--- src/rtl/loader_pkg.sv ---
// Shared definitions for the loader-to-memory bridge: FSM state encoding
// and the byte-enable to bit-mask expansion also used by ram_config.
package loader_pkg;

    typedef enum logic [2:0] {
        IDLE,
        LOAD,
        ISSUE,
        WAIT_RV,
        RELEASE,
        RUN
    } loader_state_e;

    // Expands a 4-bit byte enable into a 32-bit data mask.
    function automatic logic [31:0] be_to_mask(input logic [3:0] be);
        logic [31:0] mask;
        mask = '0;
        for (int i = 0; i < 4; i++) begin
            mask[8*i +: 8] = {8{be[i]}};
        end
        return mask;
    endfunction

endpackage

--- src/rtl/loader_bus_bridge.sv ---
// Bridges a program loader onto the instruction/data memory bus while the
// Ibex core is held in reset, tracks accepted writes and their checksum, and
// releases the core a fixed number of cycles after loading completes.
module loader_bus_bridge
    import loader_pkg::*;
#(
    parameter logic [31:0] BASE_ADDR   = 32'h0010_0000,
    parameter int unsigned SIZE_BYTES  = 65536,
    parameter int unsigned RELEASE_DLY = 16
) (
    input  logic        clk_sys_i,
    input  logic        rst_sys_i,
    input  logic        ld_req_i,
    input  logic        ld_en_i,
    input  logic [31:0] ld_addr_i,
    input  logic [31:0] ld_wdata_i,
    input  logic [3:0]  ld_be_i,
    input  logic        ld_rst_ni,
    output logic        ld_rvalid_o,
    output logic        mem_req_o,
    output logic        mem_we_o,
    output logic [31:0] mem_addr_o,
    output logic [31:0] mem_wdata_o,
    output logic [3:0]  mem_be_o,
    input  logic        mem_gnt_i,
    input  logic        mem_rvalid_i,
    output logic        core_rst_o,
    output logic [15:0] word_cnt_o,
    output logic [31:0] checksum_o,
    output logic        err_o
);

    // Window bounds widened by one bit so BASE_ADDR+SIZE_BYTES cannot wrap.
    localparam logic [32:0] WIN_LO   = {1'b0, BASE_ADDR};
    localparam logic [32:0] WIN_HI   = {1'b0, BASE_ADDR} + 33'(SIZE_BYTES);
    localparam logic [7:0]  REL_LAST = 8'(RELEASE_DLY - 1);

    loader_state_e state, state_nxt;
    logic          pend_release;
    logic [7:0]    rel_cnt;

    logic          in_window;
    logic          capture;
    logic          err_set;
    logic          rvalid_nxt;
    logic          account;
    logic          clear_stats;
    logic          pend_set;
    logic          pend_clr;
    logic          rel_start;

    assign in_window  = ({1'b0, ld_addr_i} >= WIN_LO) && ({1'b0, ld_addr_i} < WIN_HI);
    assign mem_req_o  = (state == ISSUE);
    assign core_rst_o = (state != RUN) || !ld_rst_ni;

    // Next-state decode plus the per-cycle datapath strobes.
    always_comb begin
        state_nxt   = state;
        capture     = 1'b0;
        err_set     = 1'b0;
        rvalid_nxt  = 1'b0;
        account     = 1'b0;
        clear_stats = 1'b0;
        pend_set    = 1'b0;
        pend_clr    = 1'b0;
        rel_start   = 1'b0;
        case (state)
            IDLE: begin
                if (!ld_rst_ni) begin
                    state_nxt = LOAD;
                end else begin
                    state_nxt = RELEASE;
                    rel_start = 1'b1;
                end
            end
            LOAD: begin
                if (ld_rst_ni) begin
                    state_nxt = RELEASE;
                    rel_start = 1'b1;
                end else if (ld_req_i) begin
                    capture = 1'b1;
                    if (in_window) begin
                        state_nxt = ISSUE;
                    end else begin
                        err_set    = 1'b1;
                        rvalid_nxt = 1'b1;
                    end
                end
            end
            ISSUE: begin
                err_set  = ld_req_i;
                pend_set = ld_rst_ni;
                if (mem_gnt_i) begin
                    account   = mem_we_o;
                    state_nxt = WAIT_RV;
                end
            end
            WAIT_RV: begin
                err_set  = ld_req_i;
                pend_set = ld_rst_ni;
                if (mem_rvalid_i) begin
                    rvalid_nxt = 1'b1;
                    pend_clr   = 1'b1;
                    if (pend_release || ld_rst_ni) begin
                        state_nxt = RELEASE;
                        rel_start = 1'b1;
                    end else begin
                        state_nxt = LOAD;
                    end
                end
            end
            RELEASE: begin
                if (!ld_rst_ni) begin
                    state_nxt   = LOAD;
                    clear_stats = 1'b1;
                end else if (rel_cnt == REL_LAST) begin
                    state_nxt = RUN;
                end
            end
            RUN: begin
                if (!ld_rst_ni) begin
                    state_nxt   = LOAD;
                    clear_stats = 1'b1;
                end
            end
            default: state_nxt = IDLE;
        endcase
    end

    // State register, pending-release flag and release delay counter.
    always_ff @(posedge clk_sys_i or posedge rst_sys_i) begin
        if (rst_sys_i) begin
            state        <= IDLE;
            pend_release <= 1'b0;
            rel_cnt      <= '0;
        end else begin
            state <= state_nxt;
            if (pend_clr) begin
                pend_release <= 1'b0;
            end else if (pend_set) begin
                pend_release <= 1'b1;
            end
            if (rel_start) begin
                rel_cnt <= '0;
            end else if (state == RELEASE) begin
                rel_cnt <= rel_cnt + 8'd1;
            end
        end
    end

    // Holding registers, completion pulse and load statistics.
    always_ff @(posedge clk_sys_i or posedge rst_sys_i) begin
        if (rst_sys_i) begin
            mem_we_o    <= 1'b0;
            mem_addr_o  <= '0;
            mem_wdata_o <= '0;
            mem_be_o    <= '0;
            ld_rvalid_o <= 1'b0;
            word_cnt_o  <= '0;
            checksum_o  <= '0;
            err_o       <= 1'b0;
        end else begin
            ld_rvalid_o <= rvalid_nxt;
            if (capture) begin
                mem_we_o    <= ld_en_i;
                mem_addr_o  <= ld_addr_i;
                mem_wdata_o <= ld_wdata_i;
                mem_be_o    <= ld_be_i;
            end
            if (clear_stats) begin
                word_cnt_o <= '0;
                checksum_o <= '0;
                err_o      <= 1'b0;
            end else begin
                if (err_set) begin
                    err_o <= 1'b1;
                end
                if (account) begin
                    if (word_cnt_o != 16'hFFFF) begin
                        word_cnt_o <= word_cnt_o + 16'd1;
                    end
                    checksum_o <= checksum_o + (mem_wdata_o & be_to_mask(mem_be_o));
                end
            end
        end
    end

endmodule
--- config.mk ---
export PLATFORM = sky130hd
export DESIGN_NAME = loader_bus_bridge
export DESIGN_NICKNAME = d
export VERILOG_FILES = /design/src/rtl/loader_pkg.sv /design/src/rtl/loader_bus_bridge.sv
export SDC_FILE = /design/constraint.sdc
export NUM_CORES = 1
export LEC_CHECK = 0
export CAP_MARGIN = 15
export CORE_UTILIZATION = 40
export CTS_BUF_LIST = sky130_fd_sc_hd__clkbuf_16
export CTS_CLUSTER_SIZE = 12
export DETAILED_ROUTE_END_ITERATION = 8
export GPL_TIMING_DRIVEN = 1
export MAX_ROUTING_LAYER = met4
export PLACE_DENSITY = 0.77
export SYNTH_ARGS = -nofsm -noshare
export SYNTH_HDL_FRONTEND = slang
export SYNTH_SLANG_ARGS = --single-unit
--- constraint.sdc ---
create_clock -name clk_sys_i -period 4.55 [get_ports clk_sys_i]
set_clock_uncertainty 0.05 [all_clocks]
set_input_delay 0.91 -clock clk_sys_i [delete_from_list [all_inputs] [get_ports clk_sys_i]]
set_output_delay 0.91 -clock clk_sys_i [all_outputs]
set_load 0.005 [all_outputs]
After elaboration in Yosys (flattened, before gate mapping)

Cells that the tools add are included.

Output and inout port bits: 121
Input bits: 75
Register bits: 131

Reductions and logical operators: 15
Eq/ne operators: 14
Bitwise operators: 1
Muxes and demuxes: 41
$lt $le $gt $ge: 2
$add $sub $neg: 3

Operators by type and width:

| kind                                                                                   | number |
|---|---|
| 32-bit 2-to-1 mux                                                                      | 2 |
| 16-bit 2-to-1 mux                                                                      | 3 |
| 32-bit adder                                                                           | 1 |
| 32-bit bitwise AND                                                                     | 1 |
| 32-bit by 21-bit greater-or-equal comparator with 1-bit output (second input constant) | 1 |
| 32-bit by 21-bit < comparator with 1-bit output (second input constant)                | 1 |
| 3-bit 2-to-1 mux                                                                       | 10 |
| 1-bit 2-to-1 mux                                                                       | 20 |
| 3-bit one-hot mux with 6 select lines                                                  | 1 |
| 16-bit by 1-bit adder with 16-bit output (second input constant)                       | 1 |
| 8-bit 2-to-1 mux                                                                       | 2 |
| 16-bit inequality test (second input constant)                                         | 1 |
| 3-bit inequality test (second input constant)                                          | 4 |
| 2-bit nonzero test                                                                     | 5 |
| 8-bit by 1-bit adder with 8-bit output (second input constant)                         | 1 |
| 8-bit by 4-bit equality test with 1-bit output (second input constant)                 | 1 |
| 3-bit by 2-bit equality test with 1-bit output (second input constant)                 | 2 |
| 3-bit equality test (second input constant)                                            | 2 |
| 1-bit one-hot mux with 2 select lines                                                  | 3 |
| 6-bit AND reduction                                                                    | 1 |
| 2-bit OR reduction                                                                     | 3 |
| 2-bit inequality test (second input constant)                                          | 2 |
| 3-bit by 1-bit equality test with 1-bit output (second input constant)                 | 1 |
| 3-bit logical NOT                                                                      | 1 |
| other kinds (5)                                                                        | 6 |

Depth between registers and ports, before layout

Depth after elaboration: 8
Mapped depth: 11

Least setup slack after synthesis

OpenSTA, ideal clock, no wires.

Kind: register -> register
Start point: register mem_be_o[0]
End point: register checksum_o[28]
Data arrival time: 2.651 ns
Library setup time: 0.069 ns
Setup slack: 1.780 ns
Data required time: 4.431 ns
Stages on the path, launching flop included: 12
Path buffers: 0
Cell sequence: dfrtp_1 -> and2_1 -> ha_1 -> inv_1 -> fa_1 -> nand2b_1 -> a21oi_2 -> o2111ai_1 -> a211oi_2 -> a31oi_1 -> or4_1 -> nand3_1

Cells in the longest elaborated chain, start to end: 4

Ends and longest elaborated chain:

| what                     | line                     | text |
|---|---|---|
| start: declaration       | loader_bus_bridge.sv:24  | `output logic [3:0] mem_be_o,` |
| start signal: assignment | loader_bus_bridge.sv:168 | `mem_be_o <= ld_be_i;` |
| 32-bit bitwise AND       | loader_bus_bridge.sv:182 | `checksum_o <= checksum_o + (mem_wdata_o & be_to_mask(mem_be_o));` |
| 32-bit adder             | loader_bus_bridge.sv:182 |  |
| 32-bit 2-to-1 mux        | loader_bus_bridge.sv:178 | `if (account) begin` |
| 32-bit 2-to-1 mux        | loader_bus_bridge.sv:170 | `if (clear_stats) begin` |
| end signal: assignment   | loader_bus_bridge.sv:182 |  |
| end: declaration         | loader_bus_bridge.sv:29  | `output logic [31:0] checksum_o,` |

Every way passes these cells. The select of a mux whose other input is x is not followed.
A chain may end at the register's enable or synchronous reset.

Worst setup path in the final report

Same ends and word-level chain as after synthesis.

==> metrics.md <==
| Metric | Value |
|---|---|
| Outcome | finished, final reports clean |
| Clock transition at path regs | 0.06 ns |
| Largest net degree at the start of global routing | 75 |
| Synth Area in Simple Gates | 16.4% |
| Synth Flop Type | dfrtp_1 |
| Die Width | 137 um |
| Fill cells | 1579 |
| DR vias/cell | 5.36 |
| Top cell type's share of synthesized area | 44.8% |
| Compound-Gate Fraction of Synth Area | 14.5% |
| Layout Area Growth over Synthesis | 37.6% |
| Worst skew pair latency | 0.43 ns |
| Worst Setup End Kind | flip-flop |
| Total CTS buffers | 17 |
| Core Area | 0.0180 mm2 |
| CTS max path bufs | 2 |
| Unique masters post-synth | 64 |
| Worst path top cell family by delay | compound AO/OA/AOI/OAI gates |
| Reg2reg start | mem_be_o[0] |
| Post-route setup slack | 1.29 ns |
| I/O pin cnt | 196 |
| DR vias | 6188 |
| Worst reg-to-reg path cell count | 11 |
| Port bufs | 195 |
| Final Slew Violations | 0 |
| Diode count | 0 |
| Wirelength, routed | 18.7 mm |
| Vias in the first global route | 6064 |
| Wire per inst | 16.2 um |
| Final nets | 1023 |
| Post-CTS Setup Bufs | 0 |
| Placer Congestion | 0.895 |
| Sequential-to-total area share from yosys stat | 44.8% |
| Largest family of logic cells by synthesized area | simple AND/OR/NAND/NOR gates |
| Final Total Pwr | 5.38 mW |
| RSZ-0062 raised after global routing | false |
| Initial Util | 40.8% |
| Max cap viols | 0 |
| Global-route wire length before repair | 29.8 mm |
| Pre-CTS WS | 1.27 ns |
| CP max stage delay | 0.52 ns |
| Die ar. | 0.0189 mm2 |
| Seq cells post-synth | 131 |
| CP Launch Type | flip-flop |
| Grt met3 use | 5.78% |
| Async set-or-reset flop fraction in the synthesized netlist | 100% |
| Slew headroom | 21.6% |
| CP arrival | 3.56 ns |
| Post-Syn Instances | 726 |
| Synth area leaders | dfrtp_1, mux2_2, ha_1 |
| FF-to-FF setup slack | 1.29 ns |
| Max Freq | 307 MHz |
| Worst Setup SP | mem_be_o[0] |
| Hpwl dp | 13.7 mm |
| Peak supply drop | 427 uV |
| Slew @ Worst Pin | 1.17 ns |
| Met1 Track Usage GR | 24.4% |
| Worst reg2reg endpoint | checksum_o[28] |
| Most frequent cells in the layout | clkdlybuf4s50_1, dfrtp_1, mux2_2, a21oi_1, nand2_1 |
| CTS Root Cell | clkbuf_16 |
| GR peak layer | met2 |
| Drt drc | 0 |
| Tmin final | 3.26 ns |
| Commonest non-fill, non-tap cell in the layout | clkdlybuf4s50_1 |
| Post-Synth Adder-Cell Area | 5.91% |
| Setup crit end | checksum_o[28] |
| CP max-delay cell | or4_1 |
| YS warnings | 0 |
| Pre-antenna DRT Iters | 4 |
| Tcrit/Tclk final | 71.6% |
| Post-synthesis mux area share | 11.0% |
| Met2 GRT Util | 35.4% |
| Max FO, Critical Path | 10 |
| Worst path bufs/invs | 1 |
| XOR/XNOR Fraction of Synth Area | 4.43% |
| Setup TNS | 0 ns |
| Syn_area_per_cell | 10.1 um2 |
| Post-synth EDFFs | 0 |
| Setup-failing EPs final | 0 |
| Worst min-delay path category | flip-flop to flip-flop |
| Layout cell share with drive strength beyond 1 | 13.1% |
| Hold_buf cts | 0 |
| H-Tree Depth | 4 |
| Synthesized cell area | 0.00732 mm2 |
| Final ANT Viol Nets | 0 |
| Final Hold Fails | 0 |
| Net Count, Synth | 835 |
| Top cell type by total area after synthesis | dfrtp_1 |
| Worst Path Required | 4.85 ns |
| Worst setup path class | flip-flop to flip-flop |
| Total track usage | 21.1% |
| CTS tree | yes |
| Critical path, cell by cell | and2_1, ha_1, inv_1, fa_1, nand2b_1, a21oi_2, o2111ai_1, a211oi_2, a31oi_1, or4_1, nand3_1 |
| Leakage | 4.32 nW |
| Cts repair resizes | 0 |
| Grt ovf | 0 |
| Site row count | 49 |
| Levels on crit path | 11 |
| Power Density | 533 mW/mm2 |
| Clock sink count | 131 |
| Initial antenna violation count | 0 |
| Die Ht | 137 um |
| Iter 0 DRT Violations | 214 |
how the worst min path moves through the flow:
stage	startpoint	endpoint	slack (ns)	cells past startpoint
floorplan	checksum_o[31]	checksum_o[31]	0.42	1
global placement	checksum_o[31]	checksum_o[31]	0.42	1
detailed placement	checksum_o[31]	checksum_o[31]	0.43	1
CTS	checksum_o[31]	checksum_o[31]	0.44	1
global route	checksum_o[31]	checksum_o[31]	0.46	1
finish	checksum_o[31]	checksum_o[31]	0.43	1
through the flow:
stage                     instance area [um2]  instances  hold slack (ns)  utilization, %
after floorplan                          7320        726            0.423               -
after global placement                   9490       1123            0.418            52.8
after detailed placement                 9490       1123            0.426            52.8
after CTS                               10100       1154            0.438            56.1
after global routing                    10100       1155            0.457            56.1
final                                   10100       1155            0.433            56.1
synth_stat cells (3+ instances only):
cell type	number
dfrtp_1	131
mux2_2	69
a21oi_1	51
nand2_1	50
nand3_1	43
o21ai_0	42
nor2_1	38
ha_1	33
and2_1	31
inv_1	21
clkbuf_1	19
xnor2_1	19
xor2_1	18
and3_1	11
nand4_1	11
a21o_1	10
nor3_1	10
buf_1	9
a31oi_1	8
nand2b_1	7
o31ai_1	7
o21a_1	6
or3_1	6
nor2b_1	5
nor4_1	5
o2111ai_1	5
o211ai_1	5
a211o_1	4
o21bai_1	4
and4_1	3
buf_2	3
mux2i_1	3
final cells by class:
class                      count  area, um2  share of cell area [%]
multi-input combinational    541       3840                    38.1
clock buffer                  17        425                    4.22
inverter                      21       83.8                   0.832
tap                          229        287                    2.84
clock inverter                14        164                    1.63
timing repair buffer         202       2000                    19.9
sequential                   131       3280                    32.5
flip-flops by register name, indices dropped and copies added, names as in the netlist, 3 cells and up:
name and cells:
checksum_o 32, mem_addr_o 32, mem_wdata_o 32, word_cnt_o 16, rel_cnt 8, mem_be_o 4
state 3
per-layer routing:
layer / wire [um] / share of wire [%] / vias to the layer above
li1: - / - / 3007
met1: 8200 / 44 / 3021
met2: 9300 / 50 / 141
met3: 980 / 5.2 / 19
met4: 259 / 1.4 / 0
met5: 0 / 0 / -
cell families after synthesis:
family / after synthesis
and+or+nand+nor: 232
DFF: 131
AOI/OAI and AO/OA: 166
buffers and inverters: 54
xor gates and xnor gates: 37
adders and majority gates: 34
muxes: 72
report_power, final:
part,internal [mW],leakage (nW),switching (mW)
clock,0.855,0.282,0.530
combinational,1.24,2.36,0.889
sequential,1.54,1.68,0.316
Note: power is estimated with default switching activity, not from simulation.
